$ cat config.mk
export PLATFORM = sky130hd
export DESIGN_NAME = flt_cmp_arbiter
export DESIGN_NICKNAME = d
export VERILOG_FILES = /design/src/rtl/flt_cmp_arbiter_pkg.sv /design/src/rtl/flt_cmp_arbiter_lt.sv /design/src/rtl/flt_cmp_arbiter.sv
export SDC_FILE = /design/constraint.sdc
export NUM_CORES = 1
export LEC_CHECK = 0
export CAP_MARGIN = 20
export CORE_AREA = 2 2 204 206
export CTS_BUF_LIST = sky130_fd_sc_hd__clkbuf_8
export CTS_CLUSTER_DIAMETER = 200
export CTS_CLUSTER_SIZE = 12
export DETAILED_ROUTE_END_ITERATION = 10
export DIE_AREA = 0 0 206 208
export MAX_ROUTING_LAYER = met4
export PLACE_DENSITY = 0.61
export SLEW_MARGIN = 20
export SYNTH_ARGS = -nofsm -noshare
export SYNTH_HDL_FRONTEND = slang
export SYNTH_HIERARCHICAL = 1
export SYNTH_SLANG_ARGS = --single-unit
$ cat constraint.sdc
create_clock -name clock -period 8.4 [get_ports clock]
set_input_delay 1.68 -clock clock [delete_from_list [all_inputs] [get_ports clock]]
set_output_delay 1.68 -clock clock [all_outputs]
set_load 0.05 [all_outputs]
$ cat src/rtl/flt_cmp_arbiter_pkg.sv
// -----------------------------------------------------------------------------
// flt_cmp_arbiter_pkg
// Shared definitions for the round-robin floating-point compare arbiter:
// requester count, operand width, FSM state encoding and the round-robin
// search helper used by the arbiter.
// -----------------------------------------------------------------------------
package flt_cmp_arbiter_pkg;

  localparam int NUM_REQ = 4;
  localparam int DATA_W  = 64;
  localparam int IDX_W   = 2;

  typedef enum logic [1:0] {
    ST_IDLE = 2'd0,
    ST_CMP  = 2'd1,
    ST_RESP = 2'd2
  } state_e;

  typedef struct packed {
    logic             hit;
    logic [IDX_W-1:0] idx;
  } grant_t;

  // Returns the first set bit of valid searching ptr, ptr+1, ... (mod 4).
  // Candidates are visited farthest-first so the nearest one overwrites the
  // result. The modulo comes for free from the IDX_W-bit add because
  // NUM_REQ is a power of two.
  function automatic grant_t rr_pick(input logic [NUM_REQ-1:0] valid,
                                     input logic [IDX_W-1:0]   ptr);
    grant_t           g;
    logic [IDX_W-1:0] cand;
    g    = '0;
    cand = '0;
    for (int k = NUM_REQ - 1; k >= 0; k--) begin
      cand = ptr + IDX_W'(k);
      if (valid[cand]) begin
        g.hit = 1'b1;
        g.idx = cand;
      end
    end
    return g;
  endfunction

endpackage

$ cat src/rtl/flt_cmp_arbiter_lt.sv
// -----------------------------------------------------------------------------
// BBFLessThan
// Combinational IEEE-754 double-precision "less than" comparator.
//   in1, in2 : operands (DATA_W bits)
//   out      : 1 iff in1 < in2; 0 if either operand is NaN; +0 and -0 compare
//              equal.
// -----------------------------------------------------------------------------
module BBFLessThan
  import flt_cmp_arbiter_pkg::*;
(
  input  logic [DATA_W-1:0] in1,
  input  logic [DATA_W-1:0] in2,
  output logic              out
);

  logic              sign_a;
  logic              sign_b;
  logic [DATA_W-2:0] mag_a;
  logic [DATA_W-2:0] mag_b;
  logic              nan_a;
  logic              nan_b;
  logic              both_zero;

  assign sign_a    = in1[DATA_W-1];
  assign sign_b    = in2[DATA_W-1];
  assign mag_a     = in1[DATA_W-2:0];
  assign mag_b     = in2[DATA_W-2:0];
  assign nan_a     = (&in1[62:52]) && (|in1[51:0]);
  assign nan_b     = (&in2[62:52]) && (|in2[51:0]);
  assign both_zero = (mag_a == '0) && (mag_b == '0);

  // Sign-magnitude ordering: with equal signs the magnitude comparison is
  // direct for positives and reversed for negatives.
  always_comb begin
    out = 1'b0;
    if (nan_a || nan_b || both_zero) begin
      out = 1'b0;
    end else if (sign_a != sign_b) begin
      out = sign_a;
    end else if (!sign_a) begin
      out = (mag_a < mag_b);
    end else begin
      out = (mag_a > mag_b);
    end
  end

endmodule

$ cat src/rtl/flt_cmp_arbiter.sv
// -----------------------------------------------------------------------------
// flt_cmp_arbiter
// Shares one double-precision less-than comparator among NUM_REQ requesters.
// Round-robin grant in IDLE, operands captured on the grant, comparator
// result registered in CMP, one-cycle response strobe in RESP.
// Ports:
//   clock, reset        : rising-edge clock, asynchronous active-high reset
//   io_req_valid/ready  : per-requester handshake (ready is one-hot or zero)
//   io_req_a/io_req_b   : packed operands, requester i on [64i+63:64i]
//   io_resp_valid       : one-cycle strobe to the owning requester
//   io_resp_lt          : A < B, driven 0 outside RESP
//   io_busy             : FSM not in IDLE
// -----------------------------------------------------------------------------
module flt_cmp_arbiter #(
  parameter int NUM_REQ = flt_cmp_arbiter_pkg::NUM_REQ,
  parameter int DATA_W  = flt_cmp_arbiter_pkg::DATA_W
) (
  input  logic                        clock,
  input  logic                        reset,
  input  logic [NUM_REQ-1:0]          io_req_valid,
  output logic [NUM_REQ-1:0]          io_req_ready,
  input  logic [NUM_REQ*DATA_W-1:0]   io_req_a,
  input  logic [NUM_REQ*DATA_W-1:0]   io_req_b,
  output logic [NUM_REQ-1:0]          io_resp_valid,
  output logic                        io_resp_lt,
  output logic                        io_busy
);
  import flt_cmp_arbiter_pkg::*;

  state_e            state_q, state_d;
  logic [IDX_W-1:0]  ptr_q, ptr_d;
  logic [IDX_W-1:0]  g_q, g_d;
  logic              lt_q, lt_d;
  logic [DATA_W-1:0] a_q, a_d;
  logic [DATA_W-1:0] b_q, b_d;
  // Low in the first cycle after reset release so that cycle drives all
  // outputs to zero even if requests are already pending.
  logic              armed_q, armed_d;

  logic [DATA_W-1:0] a_arr [NUM_REQ];
  logic [DATA_W-1:0] b_arr [NUM_REQ];
  grant_t            grant;
  logic              accept;
  logic              cmp_out;

  genvar gi;
  generate
    for (gi = 0; gi < NUM_REQ; gi++) begin : g_unpack
      assign a_arr[gi] = io_req_a[gi*DATA_W +: DATA_W];
      assign b_arr[gi] = io_req_b[gi*DATA_W +: DATA_W];
    end
  endgenerate

  assign grant  = rr_pick(io_req_valid, ptr_q);
  assign accept = (state_q == ST_IDLE) && armed_q && grant.hit;

  BBFLessThan BBFLessThan (
    .in1 (a_q),
    .in2 (b_q),
    .out (cmp_out)
  );

  // State register and datapath flops.
  always_ff @(posedge clock or posedge reset) begin
    if (reset) begin
      state_q <= ST_IDLE;
      ptr_q   <= '0;
      g_q     <= '0;
      lt_q    <= 1'b0;
      a_q     <= '0;
      b_q     <= '0;
      armed_q <= 1'b0;
    end else begin
      state_q <= state_d;
      ptr_q   <= ptr_d;
      g_q     <= g_d;
      lt_q    <= lt_d;
      a_q     <= a_d;
      b_q     <= b_d;
      armed_q <= armed_d;
    end
  end

  // Next-state logic.
  always_comb begin
    state_d = state_q;
    case (state_q)
      ST_IDLE: if (accept) state_d = ST_CMP;
      ST_CMP:  state_d = ST_RESP;
      ST_RESP: state_d = ST_IDLE;
      default: state_d = ST_IDLE;
    endcase
  end

  // Datapath next values.
  always_comb begin
    ptr_d   = ptr_q;
    g_d     = g_q;
    lt_d    = lt_q;
    a_d     = a_q;
    b_d     = b_q;
    armed_d = 1'b1;
    if (accept) begin
      a_d = a_arr[grant.idx];
      b_d = b_arr[grant.idx];
      g_d = grant.idx;
    end
    if (state_q == ST_CMP) begin
      lt_d = cmp_out;
    end
    if (state_q == ST_RESP) begin
      ptr_d = g_q + IDX_W'(1);
    end
  end

  // Outputs.
  always_comb begin
    io_req_ready  = '0;
    io_resp_valid = '0;
    io_resp_lt    = 1'b0;
    io_busy       = (state_q != ST_IDLE);
    if (accept) begin
      io_req_ready[grant.idx] = 1'b1;
    end
    if (state_q == ST_RESP) begin
      io_resp_valid[g_q] = 1'b1;
      io_resp_lt         = lt_q;
    end
  end

endmodule

## Word-level counts from Yosys, hierarchy flattened

Index checks and enable logic that the tools add are counted.

| storage, ports and cells | value |
|---|---|
| input port bits | 518 |
| output and inout port bits | 10 |
| memory bits (read-only) | 0 |
| memories kept | 0 |
| bits in registers | 136 |
| memory bits (writable) | 0 |
| logic and storage cells | 74 |
| bits in latches | 0 |

| cells by class | value |
|---|---|
| divide/modulo/power cells | 0 |
| order comparisons | 11 |
| $add $sub $neg | 4 |
| bitwise logic cells | 1 |
| reductions and logical operators | 17 |
| eq/ne operators | 4 |
| $mul | 0 |
| multiplexer cells | 30 |
| shift operators | 0 |

Operators with widths:

| cell | number |
|---|---|
| binary-select mux 64 bit (select 2 bit) | 2 |
| two-way mux 64 bit | 4 |
| zero test 63 bit | 2 |
| OR reduction 52 bit | 2 |
| greater-than comparator 63 bit | 1 |
| < comparator 63 bit | 1 |
| AND reduction 11 bit | 2 |
| < comparator 2 x 3 -> 1 bit, second input constant | 6 |
| two-way mux 3 bit | 4 |
| two-way mux 1 bit | 10 |
| binary-select mux 1 bit (select 2 bit) | 4 |
| two-way mux 4 bit | 2 |
| logical AND 1 bit | 7 |
| adder 2 x 1 -> 2 bit, second input constant | 2 |
| adder 2 bit, second input constant | 2 |
| demux 1 bit (select 2 bit) | 2 |
| greater-or-equal comparator 2 x 1 -> 1 bit, second input constant | 2 |
| case mux 2 bit (2 select lines) | 1 |
| greater-or-equal comparator 3 bit, second input constant | 1 |
| inverter 2 -> 3 bit | 1 |
| equality test 2 x 1 -> 1 bit, second input constant | 1 |
| equality test 2 bit, second input constant | 1 |
| zero test 2 bit | 1 |
| logical OR 1 bit | 2 |
| 4 further kinds | 4 |

## Logic depth before layout (Yosys ltp)

Gate-level depths: netlist (run 1).

| depth | value |
|---|---|
| depth in word-level cells | 12 |
| gate-level depth with buffers | 10 |
| depth with buffers taken out | 10 |

## Hierarchy

Netlist (run 1), hierarchy kept.

By module, submodules not included:

| module | instances | cells an instance | area an instance (µm²) |
|---|---|---|---|
| flt_cmp_arbiter | 1 | 788 | 8479.4 |
| BBFLessThan | 1 | 282 | 1980.6 |

## Worst setup path after synthesis (run 1)

Ideal clock, no wire load.

| timing | value |
|---|---|
| kind | input-to-output |
| start | input io_req_valid[0] |
| end | output io_req_ready[0] |
| stages | 6 |
| path slack | 3520 ps |
| arrival | 3200 ps |
| cell sequence | and2b_1 nor3_1 o22ai_2 buf_2 buf_2 nor2b_1 |

| between the ends | value |
|---|---|
| cells in the longest elaborated chain, start to end | 11 |
| elaborated cells between the ends (all ways) | 19 |
| those cells by class | 2 x order compare; 15 x mux; 2 x reduce/logical |

Ends and longest elaborated chain:

| element | RTL line | source |
|---|---|---|
| start: declaration | flt_cmp_arbiter.sv:20 | `input logic [NUM_REQ-1:0] io_req_valid,` |
| binary-select mux 1 bit (select 2 bit) | flt_cmp_arbiter_pkg.sv:36 | `if (valid[cand]) begin` |
| two-way mux 1 bit (implied by the code) | flt_cmp_arbiter_pkg.sv:36 |  |
| two-way mux 3 bit (3 in series) | flt_cmp_arbiter_pkg.sv:36 |  |
| two-way mux 3 bit (*) | flt_cmp_arbiter_pkg.sv:36 |  |
| < comparator 2 x 3 -> 1 bit (implied by the code) or greater-or-equal comparator 2 x 1 -> 1 bit (tied branches) | flt_cmp_arbiter.sv:123 | `io_req_ready[grant.idx] = 1'b1;` |
| logical AND 1 bit (implied by the code) | flt_cmp_arbiter.sv:123 |  |
| two-way mux 1 bit (implied by the code) | flt_cmp_arbiter.sv:123 |  |
| demux 1 bit (select 2 bit) | flt_cmp_arbiter.sv:123 |  |
| two-way mux 4 bit (*) | flt_cmp_arbiter.sv:122 | `if (accept) begin` |
| end: declaration | flt_cmp_arbiter.sv:21 | `output logic [NUM_REQ-1:0] io_req_ready,` |

Mark *: on every way between the ends. The rest lies on a longest branch, timed or not. The select of a mux whose other input is x is not followed.

## Worst setup path in the final report (run 1)

| timing | value |
|---|---|
| start | input io_req_valid[1] |
| end | output io_req_ready[0] |

The elaborated chain is that of the path after synthesis.

==> PnR_summary.wiki, run 1 <==
{| class="wikitable"
! Metric !! Value
|-
| Pwr/cell area || 254.8 nW/um^2
|-
| Relative area change from synthesis to final layout || 57.70%
|-
| Floorplan core area || 40,550 sq um
|-
| Detailed placer's ending HPWL || 35.25 mm
|-
| Average vias per placed instance || 5.088
|-
| Width of the die || 206 um
|-
| Total clock buffers created by CTS || 17
|-
| Async set-reset flop share out of synthesis || 100.0%
|-
| RR Startpoint || state_q[1]$_DFFE_PP0P_
|-
| CP max FO || 66
|-
| Max IR drop VDD || 0.1099 mV
|-
| Minimum clock period || 6.508 ns
|-
| Post-Route WL || 43.48 mm
|-
| Crit Path Category || in2out
|-
| Number of cells produced by synthesis || 1,070
|-
| Commonest cells in the netlist || nand2_1 (151), dfrtp_1 (136), a32oi_1 (128), mux2i_1 (128), o211ai_2 (90)
|-
| Leakage power figure || 6.963 nW
|-
| Clock latency on the worst-skew pair || 0.45 ns
|-
| Proportion of netlist area held by the largest area contributor || 32.54%
|-
| Detailed-route via count || 10.61k
|-
| Proportion of layout cells with a drive suffix above 1 || 9.530%
|-
| Leftover overflow at the end of global routing || 0
|-
| Multi-input combinational cell area || 6369 sq um
|-
| Nets || 2,125
|-
| Setup TNS || 0 ns
|-
| Actual slew at the worst max-slew pin || 0.9984 ns
|-
| Die Footprint || 42,850 sq um
|-
| CTS tree || built
|-
| Number of antenna violations at the first check in global routing || 1
|-
| Syn Nets || 1,655
|-
| Area used by sequential logic in the layout || 3403 sq um
|-
| Required time of the critical path || 6.72 ns
|-
| Main synth FF type || dfrtp_1
|-
| YS warnings || 6
|-
| Path depth of the worst reg2reg path || 7
|-
| Final setup violation count || 0
|-
| Worst clock skew || 0.01207 ns
|-
| Iteration-0 DRC Markers || 549
|-
| Setup fix buffers added after clock tree synthesis || 0
|-
| Number of enable flip-flop cells after synthesis || 0
|-
| Via count of the first global-routing pass || 11.26k
|-
| Sequential area share after synthesis || 32.54%
|-
| Wire per inst || 20.84 um
|-
| Hold-fix buffers, CTS || 0
|-
| Distinct cell type count of the synthesized netlist || 52
|-
| Clock transition at path regs || 0.09 ns
|-
| H-Tree Depth || 4
|-
| Top cell type by total area after synthesis || dfrtp_1
|-
| Global routing met2 resource utilization || 35.28%
|-
| Initial standard-cell utilization of the core || 25.79%
|-
| Pin count of the biggest net entering global routing || 76
|-
| Hold Path Class || reg2reg
|-
| Achievable Freq || 153.6 MHz
|-
| Filler cells || 4,031
|-
| Syn avg cell area || 9.776 sq um
|-
| Area contributors post-synth || dfrtp_1 (33%), mux2i_1 (12%), o211ai_2 (11%), a32oi_1 (11%), ha_1 (8.0%)
|-
| Relative slew slack || 33.44%
|-
| First-pass GRT wire length || 64.64 mm
|-
| Capturing instance or port of the critical path || io_req_ready[0]
|-
| Worst slack on hold paths || 0.4797 ns
|-
| Launching instance or port of the critical path || io_req_valid[1]
|-
| Gr usage total || 20.36%
|-
| Max-cap viol count || 0
|-
| Register-to-register setup slack || 4.46 ns
|-
| Outcome || complete, no violations
|-
| Clk root buf || clkbuf_8
|-
| Resize count post-CTS || 0
|-
| Number of detailed-routing iterations run before antenna repair || 5
|-
| Share of the cycle needed by the critical path after routing || 77.48%
|-
| Number of buffers on the longest clock path || 2
|-
| Element type at the critical path end || output port
|-
| Final number of hold-violating endpoints || 0
|-
| Number of storage elements in the synthesis netlist || 136
|-
| DRC violation count after routing || 0
|-
| Arrival @ worst endpoint || 4.83 ns
|-
| Antenna-violating nets left || 0
|-
| RSZ-0062 raised after global routing || false
|-
| I/O pin cnt || 528
|-
| Mapped cell area || 10,460 sq um
|-
| Grt met3 use || 3.556%
|-
| Reg2reg end || b_q[22]$_DFFE_PP0P_
|-
| Number of clock sinks || 136
|-
| Met1 Usage GRT || 23.62%
|-
| Row Count || 74
|-
| Final Max Slew Viols || 0
|-
| Most Used Layer, Global Route || met2
|-
| # port buffers || 527
|-
| CP Launch Type || input port
|-
| Routability congestion estimate || 0.8350
|-
| Top-count cell post-synth || nand2_1
|-
| Die height || 208 um
|}
[routing by layer]
layer  vias up  wire (um)
li1       5110          -
met1      5089      17680
met2       370      22030
met3        44       2677
met4         0       1094
met5         -          0
[cells in the final DEF, fill, tap and decap left out, types with 3 or more instances in the layout]
cell type,count
nand2_1,151
nand4_1,19
nor2b_1,4
clkdlybuf4s50_1,527
mux2i_1,128
o211ai_2,90
nor3_1,5
a221oi_1,5
inv_6,5
nor2_1,11
o21ai_1,3
clkinvlp_4,3
and4_1,4
inv_1,73
a32oi_1,128
clkbuf_8,18
o211ai_1,40
ha_1,67
dfrtp_1,136
and2_1,8
buf_4,10
nor4_1,31
bufinv_16,3
o21ai_0,9
nor4_2,3
nand3_1,11
a21oi_1,26
[final cells by class]
type                            count  share of cell area, %
Antenna cell                        1                0.01517
Clock buffer                       18                  1.502
Clock inverter                     14                  1.047
Inverter                           74                  1.729
Multi-Input combinational cell    774                  38.61
Sequential cell                   136                  20.63
Tap cell                          532                  4.035
Timing Repair Buffer              537                  32.43
[how the worst min path moves through the flow]
stage | startpoint | end | slack (ns) | cells past startpoint
2_1_floorplan | state_q[1]$_DFFE_PP0P_ | state_q[1]$_DFFE_PP0P_ | 0.42 | 1
3_3_place_gp | state_q[1]$_DFFE_PP0P_ | state_q[1]$_DFFE_PP0P_ | 0.45 | 1
3_5_place_dp | state_q[1]$_DFFE_PP0P_ | state_q[1]$_DFFE_PP0P_ | 0.46 | 1
4_1_cts | state_q[1]$_DFFE_PP0P_ | state_q[1]$_DFFE_PP0P_ | 0.48 | 1
5_1_grt | state_q[1]$_DFFE_PP0P_ | state_q[1]$_DFFE_PP0P_ | 0.51 | 1
6_report | state_q[1]$_DFFE_PP0P_ | state_q[1]$_DFFE_PP0P_ | 0.48 | 1
[power by group]
group	total, W	switching, W	internal, W
Clock	0.000595	0.000290	0.000304
Sequential	0.00139	0.000407	0.000982
Combinational	0.00222	0.00119	0.00103
Total	0.00420	0.00188	0.00232
[kinds of logic (layout without fill, tap and decap cells)]
group,after synthesis,in the layout,synth area share [%]
buffers and inverters,160,643,6.938
flip-flops,136,136,32.54
other,1,2,0.03585
multiplexers,129,129,12.36
AO/OA/AOI/OAI,318,318,28.13
adder cells (fa/ha/maj),67,67,8.014
AND/OR/NAND/NOR,259,259,11.99
[per-stage QoR]
step           cell area, sq um  setup slack, ns  cells  utilization (%)  total power (W)
6_report                  16500            1.892   2086            40.68         0.004203
3_3_place_gp              16070            1.931   2053            39.63         0.003574
3_5_place_dp              16070            1.890   2053            39.63         0.003660
5_1_grt                   16500            1.742   2086            40.68         0.004590
4_1_cts                   16490            1.887   2085            40.67         0.004279
2_1_floorplan             10460            3.081   1070                -         0.002784
[critical path, cell delays in order]
cell	delay, ns
clkdlybuf4s50_1	0.64
nor4_1	0.09
or3_4	0.61
inv_4	0.63
o21ai_4	0.13
nor2b_1	0.14
clkdlybuf4s50_1	0.81
[state kept, by name (all words and copies together), names as in the netlist]
register / flops
g_q: 2
armed_q: 1
state_q: 2
ptr_q: 2
a_q: 64
lt_q: 1
b_q: 64
(Power assumes the default switching activity.)
==> inputs of run 2 (changes only) <==
- clock period: 8.4 -> 6.32 ns (I/O delays scaled with it)
==> PnR_summary.wiki, run 2 (synthesis gave the netlist of run 1 again) <==
{| class="wikitable"
! Metric !! Value
|-
| Outcome || complete, no violations
|-
| Grt met3 use || 4.120% (+0.56 points)
|-
| Resize count post-CTS || 0 (unchanged)
|-
| Crit Path Category || in2out
|-
| Total clock buffers created by CTS || 17 (unchanged)
|-
| Most Used Layer, Global Route || met2
|-
| Final cell count without fillers || 2,083 (-0.14%)
|-
| Element type at the critical path end || output port
|-
| CP max FO || 65 (-1.5%)
|-
| Worst path slowest cell || clkdlybuf4s50_1
|-
| # port buffers || 527 (unchanged)
|-
| DRC violation count after routing || 0 (unchanged)
|-
| Leakage power figure || 6.968 nW (about the same)
|-
| Arrival @ worst endpoint || 3.77 ns (-1.06 ns)
|-
| CP Launch Type || input port
|-
| Final number of hold-violating endpoints || 0 (unchanged)
|-
| Actual slew at the worst max-slew pin || 0.9919 ns (-0.006506 ns)
|-
| Nets || 2,128 (+0.14%)
|-
| Setup slack of the critical path after layout || 1.288 ns (-0.6033 ns)
|-
| Final Max Slew Viols || 0 (unchanged)
|-
| Via count of the first global-routing pass || 11.11k (-1.3%)
|-
| Row Count || 74 (unchanged)
|-
| First-pass GRT wire length || 65.09 mm (+0.70%)
|-
| Number of antenna violations at the first check in global routing || 1 (unchanged)
|-
| Commonest non-fill, non-tap cell in the layout || clkdlybuf4s50_1
|-
| Setup fix buffers added after clock tree synthesis || 0 (unchanged)
|-
| Minimum clock period || 5.032 ns
|-
| Setup TNS || 0 ns (unchanged)
|-
| Max IR drop VDD || 0.1350 mV (+23%)
|-
| Final setup violation count || 0 (unchanged)
|-
| Relative area change from synthesis to final layout || 57.39%
|-
| Clk root buf || clkbuf_8
|-
| Pin count of the biggest net entering global routing || 91 (+20%)
|-
| Relative slew slack || 33.87% (+0.43 points)
|-
| Required time of the critical path || 5.06 ns (-1.66 ns)
|-
| Achievable Freq || 198.7 MHz
|-
| Hold-fix buffers, CTS || 0 (unchanged)
|-
| Die height || 208 um (unchanged)
|-
| Gr usage total || 20.59% (+0.23 points)
|-
| Filler cells || 4,046 (+0.37%)
|-
| Wire per inst || 21.15 um (+1.5%)
|-
| Top library cells by usage in the layout, fill and taps aside || clkdlybuf4s50_1 (525), nand2_1 (151), dfrtp_1 (136)
|-
| Antenna-violating nets left || 0 (unchanged)
|-
| Number of clock sinks || 136 (unchanged)
|-
| Detailed-route via count || 10.58k (-0.29%)
|-
| Post-Route WL || 44.05 mm (+1.3%)
|-
| H-Tree Depth || 4 (unchanged)
|-
| Pwr/cell area || 336.8 nW/um^2 (+32%)
|-
| Leftover overflow at the end of global routing || 0 (unchanged)
|-
| Average vias per placed instance || 5.080 (-0.15%)
|-
| Number of detailed-routing iterations run before antenna repair || 4 (-1)
|-
| Clock latency on the worst-skew pair || 0.49 ns (+0.04 ns)
|-
| Crit path top cell by count || clkdlybuf4s50_1
|-
| RSZ-0062 raised after global routing || false
|-
| Top flop regs || a_q x64, b_q x64
|-
| Floorplan core area || 40,550 sq um (unchanged)
|-
| CTS tree || built
|-
| Hold Path Class || reg2reg
|-
| Post-Place Cells || 2,056 (+0.15%)
|-
| Share of the cycle needed by the critical path after routing || 79.62%
|-
| Initial standard-cell utilization of the core || 25.79% (unchanged)
|-
| I/O pin cnt || 528 (unchanged)
|-
| Iteration-0 DRC Markers || 438 (-20%)
|-
| Met1 Usage GRT || 23.52% (-0.099 points)
|-
| Max-cap viol count || 0 (unchanged)
|-
| Cells along the critical path || clkdlybuf4s50_1 > and2b_1 > nor2_1 > o2111a_4 > clkdlybuf4s50_1
|-
| Number of buffers on the longest clock path || 2 (unchanged)
|-
| Proportion of layout cells with a drive suffix above 1 || 9.419% (-0.11 points)
|-
| PnR Total Power || 0.005545 W (+32%)
|-
| Detailed placer's ending HPWL || 35.33 mm (+0.24%)
|-
| Highest cell delay on the worst timing path || 0.93 ns (+0.12 ns)
|-
| Die Footprint || 42,850 sq um (unchanged)
|-
| Global routing met2 resource utilization || 35.88% (+0.60 points)
|-
| Worst clock skew || 0.01027 ns (-0.001797 ns)
|-
| Clock transition at path regs || 0.07 ns (-0.02 ns)
|-
| Worst slack at placement || 1.239 ns (-0.6513 ns)
|-
| Routability congestion estimate || 0.8205 (-1.7%)
|-
| Width of the die || 206 um (unchanged)
|}
run 2: cell types whose count changed in the layout (fill, tap and decap cells not counted):
cell	before	now
clkbuf_8	18	19
inv_1	73	74
clkinvlp_4	3	1
clkinv_4	2	0
clkdlybuf4s50_1	527	525
inv_6	5	1
buf_4	10	15
run 2: final timing paths:
path                                         from                endpoint  slack, ns  cells after the start
max                               io_req_valid[0]         io_req_ready[2]       1.29                      5
min                        state_q[1]$_DFFE_PP0P_  state_q[1]$_DFFE_PP0P_       0.47                      1
max reg2reg                  ptr_q[0]$_DFFE_PP0P_     b_q[48]$_DFFE_PP0P_       3.24                      7
min reg2reg                state_q[1]$_DFFE_PP0P_  state_q[1]$_DFFE_PP0P_       0.47                      1
max in group asynchronous                   reset     a_q[50]$_DFFE_PP0P_       3.82                      3
min in group asynchronous                   reset     a_q[11]$_DFFE_PP0P_       1.32                      2
run 2: through the flow:
stage	hold WS [ns]	utilization (%)	cell area, sq um
detailed placement	0.4517	39.68	16090
global placement	0.4506	39.68	16090
floorplan	0.4250	-	10460
global route	0.4982	40.60	16460
CTS	0.4743	40.59	16460
finish	0.4730	40.60	16460
run 2: where the power goes:
part | switching [W] | internal (W)
clock | 0.000344 | 0.000393
combinational | 0.00157 | 0.00138
sequential | 0.000553 | 0.00131
total | 0.00247 | 0.00308
run 2: area by class of cell:
type	instances	area [sq um]	area share (%)
Clock inverter	7	108.9	0.6612
Tap cell	532	665.6	4.043
Multi-Input combinational cell	774	6369	38.68
Timing Repair Buffer	540	5368	32.60
Clock buffer	19	261.5	1.588
Inverter	74	285.3	1.733
Antenna cell	1	2.502	0.01520
Sequential cell	136	3403	20.67
run 2: worst max-delay path: cells and delay by family:
kind,cells,cell delay [ns]
simple gates,2,0.36
buf+inv,2,1.43
compound gates,1,0.70
run 2: layer usage:
layer / wire, um / vias up
met4: 1024 / 0
met5: 0 / -
met1: 17890 / 5033
met2: 22440 / 379
li1: - / 5118
met3: 2686 / 52
==> inputs of run 3 (changes only) <==
- clock period: 6.32 -> 5.1 ns (I/O delays scaled with it)
==> PnR_summary.wiki, run 3 (synthesis gave the netlist of run 1 again) <==
{| class="wikitable"
! Metric !! Value
|-
| Commonest non-fill, non-tap cell in the layout || clkdlybuf4s50_1
|-
| H-Tree Depth || 4 (unchanged)
|-
| Gr usage total || 21.00% (+0.41 points)
|-
| Arrival @ worst endpoint || 2.90 ns (-0.87 ns)
|-
| Clock latency on the worst-skew pair || 0.49 ns (about the same)
|-
| Clock transition at path regs || 0.08 ns (about the same)
|-
| Antenna-violating nets left || 0 (unchanged)
|-
| First-pass GRT wire length || 66.44 mm (+2.1%)
|-
| Detailed-route via count || 10.64k (+0.51%)
|-
| Achievable Freq || 255.1 MHz
|-
| Post-Route WL || 44.86 mm (+1.9%)
|-
| Switching power total || 0.003130 W (+27%)
|-
| RSZ-0062 raised after global routing || false
|-
| Top library cells by usage in the layout, fill and taps aside || clkdlybuf4s50_1 (524), nand2_1 (151), dfrtp_1 (136)
|-
| DRC violation count after routing || 0 (unchanged)
|-
| Number of clock sinks || 136 (unchanged)
|-
| Average vias per placed instance || 5.091 (+0.22%)
|-
| CP Launch Type || input port
|-
| Required time of the critical path || 4.08 ns (-0.98 ns)
|-
| Total clock buffers created by CTS || 17 (unchanged)
|-
| Number of buffers on the longest clock path || 2 (unchanged)
|-
| Combinational group share of total power || 52.9% (-0.3 points)
|-
| Final Max Slew Viols || 0 (unchanged)
|-
| Area post-placement || 16,160 sq um (+0.42%)
|-
| Detailed placer's ending HPWL || 35.53 mm (+0.56%)
|-
| Pwr/cell area || 417.3 nW/um^2 (+24%)
|-
| Cell Int Power || 0.003778 W (+23%)
|-
| Relative area change from synthesis to final layout || 58.27%
|-
| Width of the die || 206 um (unchanged)
|-
| Outcome || complete, no violations
|-
| CP max FO || 6 (-91%)
|-
| Resize count post-CTS || 0 (unchanged)
|-
| I/O pin cnt || 528 (unchanged)
|-
| Clk root buf || clkbuf_8
|-
| Leftover overflow at the end of global routing || 0 (unchanged)
|-
| Minimum clock period || 3.920 ns
|-
| Row Count || 74 (unchanged)
|-
| CTS tree || built
|-
| Worst slack on hold paths || 0.4701 ns (-0.002823 ns)
|-
| Number of detailed-routing iterations run before antenna repair || 6 (+2)
|-
| Setup TNS || 0 ns (unchanged)
|-
| Relative slew slack || 42.33% (+8.5 points)
|-
| Iteration-0 DRC Markers || 610 (+39%)
|-
| Max IR drop VDD || 0.2048 mV (+52%)
|-
| Max-cap viol count || 0 (unchanged)
|-
| Routability congestion estimate || 0.8484 (+3.4%)
|-
| Top flop regs || a_q x64, b_q x64
|-
| Hold Path Class || reg2reg
|-
| Switching part of the total || 45.31% (+0.79 points)
|-
| Register share of total power || 33.4% (about the same)
|-
| Initial standard-cell utilization of the core || 25.79% (unchanged)
|-
| Share of the cycle needed by the critical path after routing || 76.86%
|-
| Crit Path Category || in2out
|-
| Worst clock skew || 0.009971 ns (-0.0002999 ns)
|-
| Pin count of the biggest net entering global routing || 130 (+43%)
|-
| Clock group share of total power || 13.6% (+0.3 points)
|-
| Actual slew at the worst max-slew pin || 0.8651 ns (-0.1268 ns)
|-
| Nets || 2,129 (+0.047%)
|-
| Die Footprint || 42,850 sq um (unchanged)
|-
| Element type at the critical path end || output port
|-
| Die height || 208 um (unchanged)
|-
| Proportion of layout cells with a drive suffix above 1 || 10.08% (+0.66 points)
|-
| Final setup violation count || 0 (unchanged)
|-
| Post-route design area || 16,550 sq um (+0.55%)
|-
| # port buffers || 527 (unchanged)
|-
| Leakage power figure || 6.992 nW (+0.34%)
|-
| Hold-fix buffers, CTS || 0 (unchanged)
|-
| Floorplan core area || 40,550 sq um (unchanged)
|-
| Via count of the first global-routing pass || 11.19k (+0.68%)
|-
| Setup fix buffers added after clock tree synthesis || 0 (unchanged)
|-
| Wire per inst || 21.47 um (+1.6%)
|-
| Final number of hold-violating endpoints || 0 (unchanged)
|-
| Number of diodes || 0 (-1)
|-
| Number of antenna violations at the first check in global routing || 0 (-1)
|}
[run 3: power by group through the flow]
stage,clock [W],sequential [W],combinational (W)
3_3_place_gp,0,0.00234,0.00357
3_5_place_dp,0,0.00234,0.00369
6_report,0.000941,0.00231,0.00366
5_1_grt,0.00101,0.00240,0.00411
2_1_floorplan,0,0.00199,0.00260
4_1_cts,0.000974,0.00234,0.00371
[run 3: final cells by class]
| type | count | area [sq um] |
|---|---|---|
| Sequential cell | 136 | 3403 |
| Timing Repair Buffer | 541 | 5435 |
| Tap cell | 532 | 665.6 |
| Clock buffer | 18 | 247.7 |
| Inverter | 74 | 285.3 |
| Multi-Input combinational cell | 774 | 6369 |
| Fill cell | 4055 | 24000 |
| Clock inverter | 14 | 148.9 |
[run 3: final timing paths]
kind	start	end	slack (ns)	cells after the start
max	io_req_valid[0]	io_req_ready[2]	1.18	5
min	state_q[1]$_DFFE_PP0P_	state_q[1]$_DFFE_PP0P_	0.47	1
max reg2reg	state_q[1]$_DFFE_PP0P_	b_q[51]$_DFFE_PP0P_	2.13	7
min reg2reg	state_q[1]$_DFFE_PP0P_	state_q[1]$_DFFE_PP0P_	0.47	1
max in group asynchronous	reset	b_q[47]$_DFFE_PP0P_	3.27	3
min in group asynchronous	reset	b_q[63]$_DFFE_PP0P_	0.98	2
[run 3: worst max-delay path, stage by stage]
cell	delay [ns]
clkdlybuf4s50_1	0.49
and2b_1	0.23
nor2_1	0.12
o2111a_4	0.23
clkdlybuf4s50_1	0.80
[run 3: metal layers]
metal  wire length (um)  share of wire (%)  track usage (%)  vias up
li1                   -                  -                -     5110
met3               2845                6.3            4.026       42
met4                910                2.0            5.640        0
met1              18470                 41            24.87     5082
met5                  0                  0                -        -
met2              22640                 50            36.16      402
[run 3: through the flow]
step	std cells	util, %	setup slack [ns]	total power, W
3_5_place_dp	2057	39.84	1.184	0.006037
6_report	2089	40.82	1.180	0.006908
2_1_floorplan	1070	-	0.4405	0.004586
5_1_grt	2089	40.82	1.139	0.007527
4_1_cts	2089	40.82	1.185	0.007021
3_3_place_gp	2057	39.84	1.194	0.005913
